<file path="config.mk">
export PLATFORM = sky130hd
export DESIGN_NAME = neuron_mac_sequencer
export DESIGN_NICKNAME = d
export VERILOG_FILES = /design/src/rtl/neuron_mac_sequencer.sv
export SDC_FILE = /design/constraint.sdc
export NUM_CORES = 2
export LEC_CHECK = 0
export ABC_AREA = 1
export CAP_MARGIN = 10
export CORE_MARGIN = 10
export CORE_UTILIZATION = 45
export DETAILED_ROUTE_END_ITERATION = 10
export DONT_BUFFER_PORTS = 1
export SLEW_MARGIN = 5
export SYNTH_ARGS = -nofsm -noshare
export SYNTH_HDL_FRONTEND = slang
export SYNTH_SLANG_ARGS = --single-unit
</file>
<file path="constraint.sdc">
create_clock -name clk -period 7.3 [get_ports clk]
set_input_delay 1.46 -clock clk [delete_from_list [all_inputs] [get_ports clk]]
set_output_delay 1.46 -clock clk [all_outputs]
set_load 0.005 [all_outputs]
</file>
<file path="src/rtl/neuron_mac_sequencer.sv">
// Time-multiplexed 8-input neuron: one multiply-accumulate per accepted beat, bias add, valid/ready out.
// Define NEURON_SEQ_RELU_EN to apply ReLU to the result in the bias stage.
module neuron_mac_sequencer #(
  parameter int unsigned N_INPUTS = 8,
  parameter int unsigned WIDTH    = 32
) (
  input  logic             clk,
  input  logic             rst,
  input  logic             in_valid,
  output logic             in_ready,
  input  logic [WIDTH-1:0] in_data,
  input  logic             w_wr_en,
  input  logic [4:0]       w_wr_addr,
  input  logic [WIDTH-1:0] w_wr_data,
  output logic             w_wr_err,
  output logic             out_valid,
  input  logic             out_ready,
  output logic [WIDTH-1:0] y,
  output logic             busy
);

  localparam int unsigned IdxW = $clog2(N_INPUTS);

  typedef enum logic [1:0] {StAccum, StBias, StOut} state_e;

  state_e           state_q, state_d;
  logic [IdxW-1:0]  idx_q, idx_d;
  logic [WIDTH-1:0] acc_q, acc_d;
  logic [WIDTH-1:0] y_q, y_d;
  logic [WIDTH-1:0] bias_q, bias_d;
  logic [WIDTH-1:0] w_q [N_INPUTS];
  logic [WIDTH-1:0] w_d [N_INPUTS];
  logic             err_q, err_d;

  logic             beat, last_beat, wr_ok;
  logic [WIDTH-1:0] prod, sum;

  assign beat      = in_valid & in_ready;
  assign last_beat = beat & (idx_q == IdxW'(N_INPUTS - 1));
  assign prod      = in_data * w_q[idx_q];
  assign sum       = acc_q + bias_q;
  assign wr_ok     = w_wr_en & ~busy;

  always_ff @(posedge clk) begin
    if (rst) begin
      state_q <= StAccum;
      idx_q   <= '0;
      acc_q   <= '0;
      y_q     <= '0;
      bias_q  <= '0;
      err_q   <= 1'b0;
      for (int i = 0; i < int'(N_INPUTS); i++) w_q[i] <= '0;
    end else begin
      state_q <= state_d;
      idx_q   <= idx_d;
      acc_q   <= acc_d;
      y_q     <= y_d;
      bias_q  <= bias_d;
      err_q   <= err_d;
      for (int i = 0; i < int'(N_INPUTS); i++) w_q[i] <= w_d[i];
    end
  end

  always_comb begin
    state_d = state_q;
    unique case (state_q)
      StAccum: if (last_beat) state_d = StBias;
      StBias:  state_d = StOut;
      StOut:   if (out_ready) state_d = StAccum;
      default: state_d = StAccum;
    endcase
  end

  always_comb begin
    idx_d  = idx_q;
    acc_d  = acc_q;
    y_d    = y_q;
    bias_d = bias_q;
    w_d    = w_q;
    err_d  = w_wr_en & busy;

    // The first beat of a vector starts from zero rather than the stale accumulator.
    if (beat) begin
      acc_d = ((idx_q == '0) ? '0 : acc_q) + prod;
      idx_d = idx_q + IdxW'(1);
    end

    if (state_q == StBias) begin
      idx_d = '0;
`ifdef NEURON_SEQ_RELU_EN
      y_d = sum[WIDTH-1] ? '0 : sum;
`else
      y_d = sum;
`endif
    end

    if (wr_ok) begin
      if (w_wr_addr < 5'(N_INPUTS)) begin
        w_d[w_wr_addr[IdxW-1:0]] = w_wr_data;
      end else if (w_wr_addr == 5'd31) begin
        bias_d = w_wr_data;
      end
    end
  end

  always_comb begin
    in_ready  = (state_q == StAccum) & ~rst;
    out_valid = (state_q == StOut);
    busy      = (idx_q != '0) | (state_q != StAccum);
    w_wr_err  = err_q;
    y         = y_q;
  end

endmodule

</file>
# After elaboration in Yosys (flattened, before gate mapping)
# Cells that the tools add are included.
# word_totals
wordCells	58
in_bits	74
ff_bits	358
output_inout_bits	36
# classes
add_sub_neg	3
n_lt_le_gt_ge	4
n_reduce_logical	9
muxes	10
mul	1
bitwise	11
n_eq_ne	6
# ops
op	n
bitwise mux 256 bit	1
2-to-1 mux 32 bit	4
binary-select mux 32 bit (select 3 bit)	1
demux 32 bit (select 3 bit)	1
adder 32 bit	2
multiplier 32 x 32 -> 32 bit	1
>= comparator 4 bit (second input constant)	2
inverter 3 -> 4 bit	2
one-hot mux 2 bit (3 select lines)	1
bitwise AND 1 bit	5
== test 5 bit (second input constant)	1
< comparator 5 x 4 -> 1 bit (second input constant)	1
< comparator 4 x 1 -> 1 bit (second input constant)	1
2-to-1 mux 2 bit	2
AND reduction 2 bit	2
adder 3 x 1 -> 3 bit (second input constant)	1
== test 3 bit (second input constant)	1
logical NOT 3 bit	1
inverter 1 bit	3
AND reduction 3 bit	1
nonzero test 3 bit	1
== test 2 x 1 -> 1 bit (second input constant)	1
== test 2 bit (second input constant)	1
logical NOT 2 bit	1
other kinds (6)	6

# Logic depth before layout (Yosys ltp)
# logic_depth
ltp_word	6
mapped_depth	43
mapped_depth_nobuf	39

# Least setup slack after synthesis
# OpenSTA, ideal clock, no wires.
# synth_timing
kind	input-to-reg
start	input in_data[13]
end	register acc_q[28]
slack_ps	-508
arrival_ps	7752
required_time_ps	7244
stages	28
setup_ps	56
n_path_buf	2
cell_sequence	clkbuf_1 -> inv_1 -> clkbuf_1 -> nor2_1 -> fa_1 -> fa_1 -> fa_1 -> inv_1 -> fa_1 -> inv_1 -> fa_1 -> inv_1 -> fa_1 -> inv_1 -> fa_1 -> inv_1 -> fa_1 -> inv_1 -> ha_1 -> nand2_1 -> nor2_1 -> inv_1 -> or4_1 -> o221ai_1 -> a21oi_1 -> o21ai_0 -> nand2_1 -> inv_1
# synth_between
elab_chain_cells	2
# synth_lines
element	line	rtl
from (decl)	11	input logic [WIDTH-1:0] in_data,
multiplier 32 x 32 -> 32 bit	40	assign prod = in_data * w_q[idx_q];
adder 32 bit	84	acc_d = ((idx_q == '0) ? '0 : acc_q) + prod;
to (signal assigned)	48	acc_q <= '0;
to (signal assigned)	56	acc_q <= acc_d;
to (decl)	28	logic [WIDTH-1:0] acc_q, acc_d;
# No other way between the ends.
# A chain may end at the register's enable or synchronous reset.

# Worst setup path in the final report
# layout_timing
start	register idx_q[0]
end	register acc_q[28]
# layout_between
elab_chain_cells	6
word_cells_on_any_way	8
classes_between	add/sub: 1; mul: 1; mux: 4; bitwise: 1; reduce/logical: 1
# layout_lines
element	line	rtl
from (decl)	27	logic [IdxW-1:0] idx_q, idx_d;
from (signal assigned)	55	idx_q <= idx_d;
inverter 3 -> 4 bit (not written as such)	40	
binary-select mux 32 bit (select 3 bit)	40	
2-to-1 mux 32 bit (not written as such) (2 in series)	40	
multiplier 32 x 32 -> 32 bit	40	
adder 32 bit *	84	
# Mark *: on every way between the ends. The rest lies on a longest branch, timed or not. The select of a mux whose other input is x is not followed.

==> results.txt <==
The startpoint kind of the worst setup timing path was a flop. The run gives 0.214 as the register area share after synthesis. TritonCTS built the clock tree. Entering global routing, the biggest net connects 148 pins. The number of iterations in the first detailed-routing pass is 6. The DRC violation count after routing was 0; the headroom to the max-slew limit was 0.232. The logs give 116 mm for the final routed wirelength across all metal layers and 30400 for the total vias in the final route. Net count after synthesis: 5302. The tools report the number of antenna violations at the first check in global routing as 2. The worst min-delay path category was flop to flop. Leading register cell type out of synthesis: dfxtp_1. Detailed placement finished with a half-perimeter wire length of 89.9 mm. The delay of the slowest cell on the worst path is 0.54 ns. Post-detailed-route count of antenna-violating nets: 0. In this run the count of I/O pins placed on the die edge is 110. The number of port buffers was 0; the clock-pin slew of the registers on the worst-case setup and hold paths was 0.06 ns.

The core region is 74200 sq um. The run gives 0 as the number of warnings reported in the yosys synthesis log. Compared with the post-synthesis result, the final layout area differs by 16.9%. The overall track demand over capacity in global routing was 0.267; the register-to-register setup slack was -0.24 ns.

The tree is rooted in a clkbuf_16. The count of clock tree sinks came out at 358. The number of distinct standard cells referenced by the synthesized netlist was 48; the buffer depth of the longest clock path was 3. For the worst setup path, the data arrival time is 8.06 ns. Of all nets on the critical path, the largest fanout is 11. The minimum period implied by the final worst setup slack is 7.54 ns, and the final count of negative-setup-slack endpoints is 6. The cell count after synthesis came out at 4631. The initial standard-cell utilization of the core came out at 0.452. The worst register-to-register path has a depth of 34. Count of pins over their slew limit: 0.

TritonCTS created 40 clock buffers. For this run the aggregate overflow at the end of global routing stands at 0. Max-cap violations in this run came to 0. After floorplanning, the core was divided into 100 placement rows.

The source of the worst hold timing path was w_q[148]. The cell taking the most area after synthesis was fa_1. The number of flops mapped to enable cells by yosys is 0. The portion of the clock cycle consumed by the worst path in the final layout is 1.03. After filler insertion, the fill cell instance count of the layout stands at 7276. For the worst setup path, the data required time is 7.82 ns.

The area fraction of the dominant cell type after synthesis is 0.262, and the multi-input combinational cell area is 22800 sq um. For the worst-skew pair, the clock arrives at the later sink with an insertion delay of 0.58 ns. The area taken by flip-flops and latches was 7170 sq um; the final-report hold violation count was 0. The number of global-route vias before repair was 29500. The fraction of layout cells with a size suffix above 1 is 0.127, and the full die area is 85800 sq um. The wire length of the first global-routing pass is 177 mm.

The run gives 33500 sq um as the summed instance area of the synthesized netlist. Average wire length per cell after detail routing: 19.9 microns. The cell at the slowest stage of the critical path was fa_1.

Maximum level of the CTS H-tree: 2. At the end of the flow, the number of nets in the layout was 5474. The number of buffers inserted by hold repair at cts is 0, and the die height is 293 microns. By count the netlist is led by nor2_1, inv_1, nand2_1.

The flop and latch count out of synthesis was 358. Worst hold path endpoint: w_q[148]. At the pin with the least slew margin, the transition time is 1.15 ns. The endpoint identified for the worst register-to-register timing path is acc_q[28]. The checks that failed: negative setup slack. The post-route core utilization came out at 0.528.

The logs give 2601 for the violation count after the first detailed-route iteration and 0.0312 ns for the final clock skew. Timing would allow up to 133 MHz. The worst setup path is of the flop to flop kind. Setup slack of the critical path after layout: -0.241 ns. Sorting the synthesized cells by area gives the leading types as fa_1, dfxtp_1, nor2_1. Dividing the detail-routed via count by the number of cells gives 5.23.

STA classifies the critical path endpoint as a flop. Averaged over all synthesized cells, the footprint is 7.24 sq um. Yosys instantiated no cell more often than nor2_1. The worst hold path was traced through 2 stages.

The run finished, with violations left. The floorplan step set the die width to 293 microns. The placer's final routability congestion estimate came out at 0.915. The share of flip-flops with an asynchronous set or reset came out at 0. Setup repair after global routing could not meet its margin everywhere. By instance count, the cell type seen most on the critical path is fa_1.

The startpoint identified for the worst register-to-register timing path is idx_q[0].
==> through the flow <==
step | worst slack (ns) | std cells | hold WS [ns] | area, sq um | TNS, ns
finish | -0.241 | 5803 | 0.452 | 39200 | -0.739
global route | -0.552 | 5799 | 0.462 | 39200 | -4.49
global placement | -0.465 | 5703 | 0.440 | 36900 | -3.83
detailed placement | -0.538 | 5703 | 0.443 | 36900 | -4.88
CTS | -0.225 | 5782 | 0.452 | 38600 | -0.624
floorplan | -0.0664 | 4631 | 0.429 | 33800 | -0.116
==> layout by cell type, fill, tap and decap left out, types with 24 or more instances in the layout <==
cell	netlist	layout
clkbuf_16	0	42
nor2_2	0	30
xor2_1	30	29
a21oi_1	189	171
fa_1	439	430
inv_1	854	830
ha_1	158	139
nor2_1	936	903
o21ai_0	412	401
o21ai_1	38	42
buf_12	0	44
nand2_2	0	24
dfxtp_1	358	356
buf_4	10	304
nand2_1	653	626
inv_2	7	25
nand3_1	188	171
==> layout make-up <==
class	instances	share of cell area
well taps	969	0.0309
clock buffers	61	0.0296
diodes	4	0.000255
inverters	874	0.0847
repair buffers	369	0.0887
flip-flops and latches	358	0.183
clock inverters	8	0.00217
multi-input cells	3160	0.581
==> per-layer routing <==
metal | track usage | vias up | share of wire
li1 | - | 14400 | -
met1 | 0.351 | 14700 | 0.42
met2 | 0.451 | 1018 | 0.48
met3 | 0.0389 | 198 | 0.067
met4 | 0.0776 | 0 | 0.033
met5 | 0 | - | 0
==> repair_timing <==
action,CTS,global route
setup buffers,9,15
pin swaps,17,43
cloned,1,2
resized for setup,95,98
endpoints found under the setup margin,15,19
==> flip-flops by register name, indices dropped and copies added (netlist names) <==
register / cells
w_wr_err: 1
w_q: 256
y: 32
state_q: 2
bias_q: 32
acc_q: 32
idx_q: 3
==> cells by family after synthesis <==
group,Yosys count,share of synthesized area
AOI/OAI and AO/OA,696,0.109
buffers and inverters,1113,0.129
DFF,358,0.214
xor gates and xnor gates,50,0.0131
adders and majority gates,597,0.321
and+or+nand+nor,1817,0.214
==> worst max-delay path, delay by kind of cell (launching register included) <==
| family | cells | cell delay, ns |
|---|---|---|
| adder cells (fa/ha/maj) | 9 | 4.21 |
| buffers and inverters | 12 | 1.25 |
| AND/OR/NAND/NOR | 10 | 1.25 |
| flip-flops | 1 | 0.38 |
| AO/OA/AOI/OAI | 3 | 0.38 |
==> how the worst max path moves through the flow <==
| stage | startpoint | to | slack [ns] | cells after the start |
|---|---|---|---|---|
| global placement | in_data[11] | acc_q[31] | -0.46 | 27 |
| CTS | idx_q[0] | acc_q[31] | -0.23 | 33 |
| detailed placement | in_data[10] | acc_q[29] | -0.54 | 28 |
| floorplan | in_data[12] | acc_q[28] | -0.07 | 28 |
| global route | idx_q[0] | acc_q[31] | -0.55 | 37 |
| finish | idx_q[0] | acc_q[28] | -0.24 | 34 |
Power is left out: the tool's default activity adds up to more than one toggle a clock period on the data nets, which glitch-free logic cannot reach.
